<file path="src/rtl/loader_ctrl.sv">
// loader_ctrl: byte-command loader for a target CPU's program/data RAMs.
// Optional feature: define LOADER_READBACK_EN to enable the 'R' data-read command.
module loader_ctrl (
  input  logic       clk,
  input  logic       reset,
  input  logic [7:0] rx_data,
  input  logic       rx_valid,
  output logic       rx_ready,
  output logic [7:0] tx_data,
  output logic       tx_valid,
  input  logic       tx_ready,
  output logic       prog_we,
  output logic [7:0] prog_addr,
  output logic [7:0] prog_wdata,
  output logic       data_we,
  output logic       data_re,
  output logic [7:0] data_addr,
  output logic [7:0] data_wdata,
  input  logic [7:0] data_rdata,
  output logic       cpu_reset
);

  localparam logic [7:0] CMD_P    = 8'h50;
  localparam logic [7:0] CMD_D    = 8'h44;
  localparam logic [7:0] CMD_G    = 8'h47;
  localparam logic [7:0] RSP_OK   = 8'h21;
  localparam logic [7:0] RSP_LOCK = 8'h23;
  localparam logic [7:0] RSP_BAD  = 8'h3F;
`ifdef LOADER_READBACK_EN
  localparam logic [7:0] CMD_R    = 8'h52;
`endif

  typedef enum logic [3:0] {
    IDLE, ADDR, LEN, WDATA, RREQ, RWAIT, RSEND, GARG, RESP
  } state_t;

  state_t     state;
  logic [7:0] addr;
  logic [7:0] cnt;
  logic       cmd_prog;
  logic       wr_en;
  logic       rx_hs;
  logic       last;

  assign rx_hs = rx_valid && rx_ready;
  assign last  = (cnt == 8'd1);

`ifdef LOADER_READBACK_EN
  logic cmd_read;
`else
  logic rdata_unused;
  assign rdata_unused = ^data_rdata;
  assign data_re      = 1'b0;
`endif

  // Command FSM; every output is set on the transition into the state that owns it.
  always_ff @(posedge clk) begin
    if (reset) begin
      state      <= IDLE;
      cpu_reset  <= 1'b1;
      rx_ready   <= 1'b0;
      tx_valid   <= 1'b0;
      tx_data    <= 8'h00;
      prog_we    <= 1'b0;
      prog_addr  <= 8'h00;
      prog_wdata <= 8'h00;
      data_we    <= 1'b0;
      data_addr  <= 8'h00;
      data_wdata <= 8'h00;
      addr       <= 8'h00;
      cnt        <= 8'h00;
      cmd_prog   <= 1'b0;
      wr_en      <= 1'b0;
`ifdef LOADER_READBACK_EN
      data_re    <= 1'b0;
      cmd_read   <= 1'b0;
`endif
    end else begin
      prog_we <= 1'b0;
      data_we <= 1'b0;
`ifdef LOADER_READBACK_EN
      data_re <= 1'b0;
`endif
      case (state)
        IDLE: begin
          rx_ready <= 1'b1;
          if (rx_hs) begin
            cmd_prog <= (rx_data == CMD_P);
            wr_en    <= cpu_reset;
`ifdef LOADER_READBACK_EN
            cmd_read <= (rx_data == CMD_R);
`endif
            case (rx_data)
              CMD_P, CMD_D: state <= ADDR;
`ifdef LOADER_READBACK_EN
              CMD_R:        state <= ADDR;
`endif
              CMD_G:        state <= GARG;
              default: begin
                state    <= RESP;
                rx_ready <= 1'b0;
                tx_valid <= 1'b1;
                tx_data  <= RSP_BAD;
              end
            endcase
          end
        end
        ADDR: if (rx_hs) begin
          addr  <= rx_data;
          state <= LEN;
        end
        LEN: if (rx_hs) begin
          cnt   <= rx_data;
          state <= WDATA;
`ifdef LOADER_READBACK_EN
          if (cmd_read) begin
            state     <= RREQ;
            rx_ready  <= 1'b0;
            data_re   <= 1'b1;
            data_addr <= addr;
            addr      <= addr + 8'd1;
          end
`endif
        end
        WDATA: if (rx_hs) begin
          // Locked writes still walk the address so the stream stays in sync.
          if (cmd_prog) begin
            prog_addr  <= addr;
            prog_wdata <= rx_data;
            prog_we    <= wr_en;
          end else begin
            data_addr  <= addr;
            data_wdata <= rx_data;
            data_we    <= wr_en;
          end
          addr <= addr + 8'd1;
          cnt  <= cnt - 8'd1;
          if (last) begin
            state    <= RESP;
            rx_ready <= 1'b0;
            tx_valid <= 1'b1;
            tx_data  <= wr_en ? RSP_OK : RSP_LOCK;
          end
        end
`ifdef LOADER_READBACK_EN
        RREQ: state <= RWAIT;
        RWAIT: begin
          tx_data  <= data_rdata;
          tx_valid <= 1'b1;
          state    <= RSEND;
        end
        RSEND: if (tx_valid && tx_ready) begin
          tx_valid <= 1'b0;
          cnt      <= cnt - 8'd1;
          if (last) begin
            state    <= IDLE;
            rx_ready <= 1'b1;
          end else begin
            state     <= RREQ;
            data_re   <= 1'b1;
            data_addr <= addr;
            addr      <= addr + 8'd1;
          end
        end
`endif
        GARG: if (rx_hs) begin
          cpu_reset <= rx_data[0];
          state     <= RESP;
          rx_ready  <= 1'b0;
          tx_valid  <= 1'b1;
          tx_data   <= RSP_OK;
        end
        RESP: if (tx_valid && tx_ready) begin
          tx_valid <= 1'b0;
          rx_ready <= 1'b1;
          state    <= IDLE;
        end
        default: state <= IDLE;
      endcase
    end
  end

endmodule

</file>
<file path="config.mk">
export PLATFORM = sky130hd
export DESIGN_NAME = loader_ctrl
export DESIGN_NICKNAME = d
export VERILOG_FILES = /design/src/rtl/loader_ctrl.sv
export SDC_FILE = /design/constraint.sdc
export NUM_CORES = 1
export LEC_CHECK = 0
export CORE_ASPECT_RATIO = 1.2
export CORE_MARGIN = 10
export CORE_UTILIZATION = 50
export DETAILED_ROUTE_END_ITERATION = 6
export PLACE_DENSITY = 0.83
export SLEW_MARGIN = 25
export SYNTH_ARGS = -nofsm -noshare
export SYNTH_HDL_FRONTEND = slang
export SYNTH_SLANG_ARGS = --single-unit
</file>
<file path="constraint.sdc">
create_clock -name clk -period 1.98 [get_ports clk]
set_clock_uncertainty 0.1 [all_clocks]
set_input_delay 0.198 -clock clk [delete_from_list [all_inputs] [get_ports clk]]
set_output_delay 0.198 -clock clk [all_outputs]
set_load 0.02 [all_outputs]
</file>
# [Yosys cells after proc, flatten, opt, wreduce, memory -nomap -nowiden]
# Index checks and enable logic that the tools add are counted.
[word_totals] elab_cells=93 inputBits=20 register_bits=67 out_inout_bits=46
[op_classes] mux=35 add_sub_neg=2 bitwise=3 reduce_logical=21 eq_ne=17
[op_table] op="$mux 8" n=8
[op_table] op="$pmux 8 s2" n=2
[op_table] op="$mux 4" n=7
[op_table] op="$eq 8x7->1 const B" n=3
[op_table] op="$pmux 4 s6" n=1
[op_table] op="$pmux 8 s3" n=1
[op_table] op="$ne 2x2->1 const B" n=8
[op_table] op="$reduce_and 7->1" n=2
[op_table] op="$mux 1" n=12
[op_table] op="$reduce_and 3->1" n=4
[op_table] op="$add 8x1->8 const B" n=1
[op_table] op="$eq 4x2->1 const B" n=2
[op_table] op="$eq 8x1->1 const B" n=1
[op_table] op="$pmux 1 s4" n=2
[op_table] op="$pmux 4 s2" n=1
[op_table] op="$reduce_or 4->1" n=2
[op_table] op="$sub 8x1->8 const B" n=1
[op_table] op="$reduce_and 6->1" n=1
[op_table] op="$reduce_and 5->1" n=1
[op_table] op="$eq 4x1->1 const B" n=1
[op_table] op="$eq 4x3->1 const B" n=1
[op_table] op="$eq 4x4->1 const B" n=1
[op_table] op="$logic_not 4->1" n=1
[op_table] op="$reduce_and 2->1" n=2
[op_table] op="other kinds (8)" n=12

# [Depth between registers and ports, before layout]
# Gate-level depths: netlist (run 1).
[depth] depth_word=5 depth_mapped=8 mapped_depth_nobuf=6

# [Worst setup path after synthesis (run 1)]
# No wires, ideal clock.
[synth_timing] kind="register to register" start="register rx_ready" end="register cnt[5]" required_ps=1794 path_slack_ps=344 path_buffers=1 setup_ps=86 synth_period_minus_slack_ps=1636 arrival_ps=1451 path_stages_with_launch=6 path_cell_list="dfxtp_1 -> and4bb_2 -> and2_1 -> clkbuf_1 -> a21oi_1 -> a211oi_1"
[synth_between] elab_chain_len=3 elab_cells_between_ends=4 classes_between="eq/ne (2); reduce/logical (2)"
[synth_rtl] element="start, declared" line_no="8" text="output logic rx_ready,"
[synth_rtl] element="start signal, assigned" line_no="61" text="rx_ready <= 1'b0;"
[synth_rtl] element="start signal, assigned" line_no="86" text="rx_ready <= 1'b1;"
[synth_rtl] element="start signal, assigned" line_no="101" text="rx_ready <= 1'b0;"
[synth_rtl] element="$logic_and 1x1->1 *" line_no="45" text="assign rx_hs = rx_valid && rx_ready;"
[synth_rtl] element="$ne 2x2->1 (no source line)"
[synth_rtl] element="$reduce_and 3->1 (no source line) *"
[synth_rtl] element="end signal, assigned" line_no="113" text="cnt <= rx_data;"
[synth_rtl] element="end signal, assigned" line_no="137" text="cnt <= cnt - 8'd1;"
[synth_rtl] element="end, declared" line_no="39" text="logic [7:0] cnt;"
# Mark *: on every way between the ends. The rest lies on a longest branch, timed or not.
# A chain may end at the register's enable or synchronous reset.

# [Worst setup path after layout (run 1)]
[layout_timing] start="register state[0]" end="register data_wdata[6]"
[layout_between] elab_chain_len=2
[layout_rtl] element="start, declared" line_no="37" text="state_t state;"
[layout_rtl] element="start signal, assigned" line_no="59" text="state <= IDLE;"
[layout_rtl] element="start signal, assigned" line_no="94" text="CMD_P, CMD_D: state <= ADDR;"
[layout_rtl] element="start signal, assigned" line_no="98" text="CMD_G: state <= GARG;"
[layout_rtl] element="$eq 4x2->1" line_no="84" text="case (state)"
[layout_rtl] element="$reduce_and 3->1 (no source line)"
[layout_rtl] element="end signal, assigned" line_no="133" text="data_wdata <= rx_data;"
[layout_rtl] element="end, declared" line_no="18" text="output logic [7:0] data_wdata,"
# Every way passes these cells.

==> summary.md, run 1 <==
| Metric | Value |
|---|---|
| P per Cell Area | 707 nW/um^2 |
| CTS buffer count | 9 |
| Buffers on Ports | 54 |
| Post-synthesis async set-or-reset flop share | 0% |
| Outcome | finished clean |
| WL/cell | 17.3 um |
| Critical Path Start Type | flip-flop |
| # IOs | 66 |
| Period utilization | 92.4% |
| Setup TNS | 0 ns |
| Initial Util | 52.2% |
| Layout Cells excl Fill | 495 |
| Final setup fails | 0 |
| Die area | 9510 um^2 |
| Largest net degree at the start of global routing | 28 |
| First-pass GRT wire length | 14000 um |
| Residual DRC | 0 |
| CP Buf/Inv Count | 1 |
| Worst VDD drop | 0.000416 V |
| Final hold vios | 0 |
| Unrepaired setup endpoints after global routing | no |
| Minimum clock period | 1.83 ns |
| Root buffer cell | clkbuf_8 |
| Area growth, synth to finish | 29.8% |
| Worst reg-to-reg setup slack | 0.15 ns |
| Clk sinks | 62 |
| Critical path's slowest cell | dfxtp_1 |
| Switching part of the total | 25.3% |
| Prevailing post-synth register cell | dfxtp_1 |
| Die Height | 105 um |
| Share of cells above drive strength 1 | 13.0% |
| All-layer global routing usage | 17.8% |
| Max_cap viols | 0 |
| Initial DRC count | 179 |
| Nature of the critical path endpoint | flip-flop |
| Clock slew seen by the registers of the worst setup and hold paths | 0.07 ns |
| Mapped Area | 3000 um^2 |
| Crit path cell chain | and4bb_1 -> nand4b_2 -> buf_4 -> mux2i_1 -> nor2_1 |
| Total Power | 0.00275 W |
| Fmax | 547 MHz |
| Routed via count | 2903 |
| YS warnings | 0 |
| Number of flops mapped to enable cells by yosys | 0 |
| Gate Count Post-Synth | 351 |
| DP HPWL | 6040 um |
| Maximum clock insertion buffer count | 2 |
| Floorplan Core Area | 5740 um^2 |
| Worst R2R Path Depth | 5 |
| Design area | 3890 um^2 |
| Inserted Diodes | 0 |
| Switching power | 0.000697 W |
| Slew @ Worst Pin | 0.523 ns |
| Kind of cell adding the most delay to the critical path | simple AND/OR/NAND/NOR gates |
| Yosys cell types | 59 |
| Clock Latency Late Sink | 0.35 ns |
| R2r startpoint | state[0]$_SDFFE_PP0P_ |
| Internal power | 0.00206 W |
| TritonCTS clock tree | done |
| Final ANT Viol Nets | 0 |
| Worst R2R End | data_wdata[6]$_SDFFE_PP0P_ |
| Initial antenna violation count | 0 |
| Cell count after placement | 480 |
| Post-CTS setup buffer count | 0 |
| Synth Register Bits | 62 |
| Seq pwr share | 46.8% |
| Critical Path Sink | data_wdata[6]$_SDFFE_PP0P_ |
| Vias in the first global route | 2797 |
| Syn_area_per_cell | 8.55 um^2 |
| Nets@finish | 434 |
| Max-slew violation count | 0 |
| DRT Pass-1 Iters | 5 |
| Crit. path cell count | 5 |
| Worst path max stage delay | 0.58 ns |
| Routed wire length | 8570 um |
| Post-DP Area | 3690 um^2 |
| CP startpoint | state[0]$_SDFFE_PP0P_ |
| Grt ovf | 0 |
| Final core occ | 67.8% |
| Combinational share of power | 11.8% |
| DIE WIDTH | 90.7 um |
| Leakage power | 1.48 nW |
| Hold Crit Class | in -> reg |
| Slew headroom | 64.8% |
| CTS H-tree depth | 3 |
| Seq/Total Area, Yosys | 41.4% |
| Critical path class | reg -> reg |
| Floorplan row count | 30 |
| Critical path required time | 2.12 ns |
| GPL Wtd Cong | 0.905 |
| Clock power share | 41.4% |
| Vias per cell | 5.86 |
| Worst endpoint data arrival time | 1.97 ns |
| CP Max Fanout | 13 |
[repair_timing]
action / in CTS / in global routing
gates resized for setup: 0 / 1
endpoints found under the setup margin: 0 / 1
hold buffers: 0 / 0
[power by group through the flow]
| stage | clock network [W] | logic, W | registers, W |
|---|---|---|---|
| after floorplan | 0 | 0.000174 | 0.00133 |
| after global placement | 0 | 0.000316 | 0.00132 |
| after detailed placement | 0 | 0.000320 | 0.00132 |
| after CTS | 0.00115 | 0.000324 | 0.00129 |
| after global routing | 0.00121 | 0.000348 | 0.00129 |
| final | 0.00114 | 0.000325 | 0.00129 |
[cells in the final DEF (no fill, tap or decap), types with 3 or more instances in the layout]
cell,n
a21oi_1,37
nand3b_1,3
nand3_1,6
clkbuf_8,11
nand2_1,49
conb_1,3
nor3b_1,3
a211oi_1,5
buf_4,19
a21o_1,5
dfxtp_1,62
ha_1,3
nand2b_1,7
and2_1,6
nor3_1,7
nor4_1,4
a31oi_1,3
buf_12,5
nor2_1,28
o31ai_1,3
nand4_1,6
inv_1,7
mux2i_1,16
clkdlybuf4s50_1,53
o21ai_0,16
[cell families (layout without fill, tap and decap cells)]
logic type                 count (synthesis)  in the layout  share of synthesized area (%)
adders and majority gates                  3              3                           1.25
other                                      1              3                          0.125
buffers and inverters                     38            100                           7.26
muxes                                     16             16                           5.34
xor gates and xnor gates                   1              1                          0.292
AOI/OAI and AO/OA                         88             88                           18.4
and+or+nand+nor                          142            142                           25.9
DFF                                       62             62                           41.4
[worst min path at each step]
stage / from / depth (start not counted) / to
3_5_place_dp: prog_addr[5]$_SDFFE_PP0P_ / 2 / prog_addr[5]$_SDFFE_PP0P_
6_report: reset / 2 / tx_data[0]$_SDFFE_PP0P_
3_3_place_gp: prog_wdata[2]$_SDFFE_PP0P_ / 2 / prog_wdata[2]$_SDFFE_PP0P_
5_1_grt: reset / 2 / cnt[2]$_SDFFE_PP0P_
2_1_floorplan: rx_data[2] / 2 / prog_wdata[2]$_SDFFE_PP0P_
4_1_cts: reset / 2 / tx_data[0]$_SDFFE_PP0P_
[worst reg2reg max path: stages, from the launching register on]
cell	delay, ns
dfxtp_1	0.58
and4bb_1	0.39
nand4b_2	0.14
buf_4	0.23
mux2i_1	0.23
nor2_1	0.06
[cell type report]
cell class	instances	area (um^2)
sequential	62	1240
clock buffer	12	155
clock inverter	3	43.8
timing repair buffer	78	778
inverter	7	26.3
fill	453	1850
multi-input combinational	253	1550
tap	80	100
[cell usage after synthesis (4+ instances only)]
cell type,n,share of area (%)
nor3_1,7,1.2
a21oi_1,37,6.2
nand4_1,6,1.3
buf_2,9,1.5
buf_4,9,2.3
inv_1,7,0.88
nand3_1,6,1.0
a21o_1,5,1.3
nor2_1,28,3.5
nand2_1,49,6.1
and2_1,6,1.3
clkbuf_1,8,1.0
nand2b_1,7,1.5
o21ai_0,16,2.7
nor4_1,4,0.83
dfxtp_1,62,41
a211oi_1,5,1.3
buf_6,4,1.5
mux2i_1,16,5.3
[registers in the layout (all words and copies together) (netlist names), 3 cells and up]
register / flops
addr: 8
cnt: 8
data_addr: 8
data_wdata: 8
prog_addr: 8
prog_wdata: 8
state: 4
tx_data: 3
[per-stage QoR]
| stage | hold WS [ns] | setup slack [ns] |
|---|---|---|
| after CTS | 0.175 | 0.147 |
| after floorplan | 0.234 | 0.344 |
| after detailed placement | 0.345 | -0.0725 |
| after global routing | 0.198 | 0.0485 |
| final | 0.179 | 0.151 |
| after global placement | 0.342 | -0.0142 |
[per-layer routing]
metal	part of all wire [%]	global-route usage, %
met5	0	0
met4	3.2	9.23
met3	8.6	6.23
met2	48	28.3
met1	40	20.7
Power figures use the tool's default switching activity.
==> run 2, diff against run 1 <==
--- a/config.mk
+++ b/config.mk
@@ -7,9 +7,9 @@
 export LEC_CHECK = 0
 export CORE_ASPECT_RATIO = 1.2
 export CORE_MARGIN = 10
-export CORE_UTILIZATION = 50
+export CORE_UTILIZATION = 54
 export DETAILED_ROUTE_END_ITERATION = 6
-export PLACE_DENSITY = 0.83
+export PLACE_DENSITY = 0.87
 export SLEW_MARGIN = 25
 export SYNTH_ARGS = -nofsm -noshare
 export SYNTH_HDL_FRONTEND = slang
==> constraint.sdc (replaced) <==
create_clock -name clk -period 2.2 [get_ports clk]
set_clock_uncertainty 0.1 [all_clocks]
set_input_delay 0.22 -clock clk [delete_from_list [all_inputs] [get_ports clk]]
set_output_delay 0.22 -clock clk [all_outputs]
set_load 0.02 [all_outputs]
==> run 2 against run 1 <==
Against the previous run: critical path depth unchanged; die area fell by 5.9%; core utilization rose by 3.2 points; global-route usage rose by 1.2 points; setup slack improved by 0.15 ns; sequential share of layout area grew 0.92 points; fmax shrank 3.6%; via count decreased by 1.0%; count of clock-buffer cells in the layout shrank 2; cell area is 2.8% lower; critical endpoint is now state[2]$_SDFFE_PP0P_.
==> summary.md, run 2 (synthesis gave the netlist of run 1 again) <==
| Metric | Value |
|---|---|
| Layout Cells excl Fill | 476 |
| DIE WIDTH | 88.0 um |
| Final hold vios | 0 |
| First-pass GRT wire length | 13800 um |
| Final ANT Viol Nets | 0 |
| Buffers on Ports | 54 |
| Minimum clock period | 1.90 ns |
| Slew @ Worst Pin | 0.700 ns |
| WL/cell | 17.8 um |
| Grt ovf | 0 |
| Internal power | 0.00178 W |
| Nets@finish | 432 |
| Maximum clock insertion buffer count | 2 |
| Initial DRC count | 285 |
| Unrepaired setup endpoints after global routing | no |
| Most frequent cells in the layout | dfxtp_1 (62), clkdlybuf4s50_1 (53), nand2_1 (49), a21oi_1 (37), nor2_1 (28) |
| CTS H-tree depth | 3 |
| DRT Pass-1 Iters | 4 |
| Hold buffers post-CTS | 0 |
| Filler cells | 407 |
| Post-CTS setup buffer count | 0 |
| Clock Latency Late Sink | 0.35 ns |
| Clk sinks | 62 |
| Area growth, synth to finish | 26.1% |
| Floorplan Core Area | 5330 um^2 |
| Worst VDD drop | 0.000461 V |
| Initial antenna violation count | 0 |
| Root buffer cell | clkbuf_8 |
| All-layer global routing usage | 19.0% |
| Commonest non-fill, non-tap cell in the layout | dfxtp_1 |
| Die area | 8950 um^2 |
| Routed wire length | 8470 um |
| Worst reg-to-reg setup slack | 0.30 ns |
| CP Max Fanout | 7 |
| DP HPWL | 6080 um |
| Cell count after placement | 460 |
| Seq pwr share | 47.9% |
| Hold Crit Class | in -> reg |
| Die Height | 102 um |
| TritonCTS clock tree | done |
| Clock power share | 40.6% |
| Design area | 3780 um^2 |
| CTS buffer count | 9 |
| Share of cells above drive strength 1 | 12.6% |
| Period utilization | 86.2% |
| Vias per cell | 6.04 |
| Vias in the first global route | 2896 |
| Nature of the critical path endpoint | flip-flop |
| Switching part of the total | 26.5% |
| Critical Path Start Type | flip-flop |
| Max-slew violation count | 0 |
| Floorplan row count | 29 |
| Leakage power | 1.45 nW |
| # IOs | 66 |
| Fmax | 527 MHz |
| Total Power | 0.00243 W |
| Outcome | finished clean |
| Switching power | 0.000644 W |
| Critical path class | reg -> reg |
| Slew headroom | 53.3% |
| Combinational share of power | 11.4% |
| Inserted Diodes | 0 |
| Worst endpoint data arrival time | 2.05 ns |
| Setup TNS | 0 ns |
| GPL Wtd Cong | 0.940 |
| Max_cap viols | 0 |
| P per Cell Area | 642 nW/um^2 |
| Routed via count | 2873 |
| Critical path required time | 2.36 ns |
| Clock slew seen by the registers of the worst setup and hold paths | 0.07 ns |
| Residual DRC | 0 |
| Initial Util | 56.3% |
| Post-DP Area | 3590 um^2 |
| Largest net degree at the start of global routing | 36 |
| Post-CTS sizing | 0 |
| Final setup fails | 0 |
-- run 2: critical path, stage by stage (launching register included) --
cell and delay (ns):
dfxtp_1 0.37, buf_4 0.18, or4_4 0.58, nor3_2 0.21, nand4_1 0.13, a21oi_1 0.23
-- run 2: area by class of cell --
type	instances	area [um^2]	area share (%)
Clock inverter	6	62.6	1.65
Sequential cell	62	1240	32.8
Inverter	7	26.3	0.694
Clock buffer	10	128	3.37
Timing Repair Buffer	76	701	18.5
Tap cell	62	77.6	2.05
Multi-Input combinational cell	253	1550	40.9
-- run 2: final timing paths --
path                                 to                        from  cells after the start
max               state[2]$_SDFFE_PP0P_       state[0]$_SDFFE_PP0P_                      5
min reg2reg  prog_wdata[7]$_SDFFE_PP0P_  prog_wdata[7]$_SDFFE_PP0P_                      2
min           data_addr[6]$_SDFFE_PP0P_                       reset                      2
max reg2reg       state[2]$_SDFFE_PP0P_       state[0]$_SDFFE_PP0P_                      5
-- run 2: layer usage --
layer	up-vias	track usage, %	wire, um
met5	-	0	0
met4	0	7.01	119
met3	12	5.78	784
met2	122	31.8	4240
met1	1378	22.4	3330
li1	1361	-	-
-- run 2: per-stage QoR --
step           util, %  setup WS, ns  hold slack (ns)
5_1_grt           71.0         0.208            0.320
4_1_cts           71.0         0.346            0.292
6_report          71.0         0.304            0.307
3_5_place_dp      67.4        0.0958            0.347
3_3_place_gp      67.4         0.126            0.342
2_1_floorplan        -         0.564            0.256
-- run 2: power groups by stage --
stage / combinational (W) / clock [W] / sequential, W
final: 0.000278 / 0.000987 / 0.00116
after floorplan: 0.000156 / 0 / 0.00120
after global placement: 0.000267 / 0 / 0.00119
after global routing: 0.000301 / 0.00104 / 0.00117
after CTS: 0.000276 / 0.000989 / 0.00116
after detailed placement: 0.000273 / 0 / 0.00119
==> run 3, diff against run 2 <==
--- a/config.mk
+++ b/config.mk
@@ -10,7 +10,7 @@
 export CORE_UTILIZATION = 54
 export DETAILED_ROUTE_END_ITERATION = 6
 export PLACE_DENSITY = 0.87
-export SLEW_MARGIN = 25
+export SLEW_MARGIN = 40
 export SYNTH_ARGS = -nofsm -noshare
 export SYNTH_HDL_FRONTEND = slang
 export SYNTH_SLANG_ARGS = --single-unit
==> results of run 3 <==
Same layout as run 2: the final DEF is identical, and so are final timing and power.
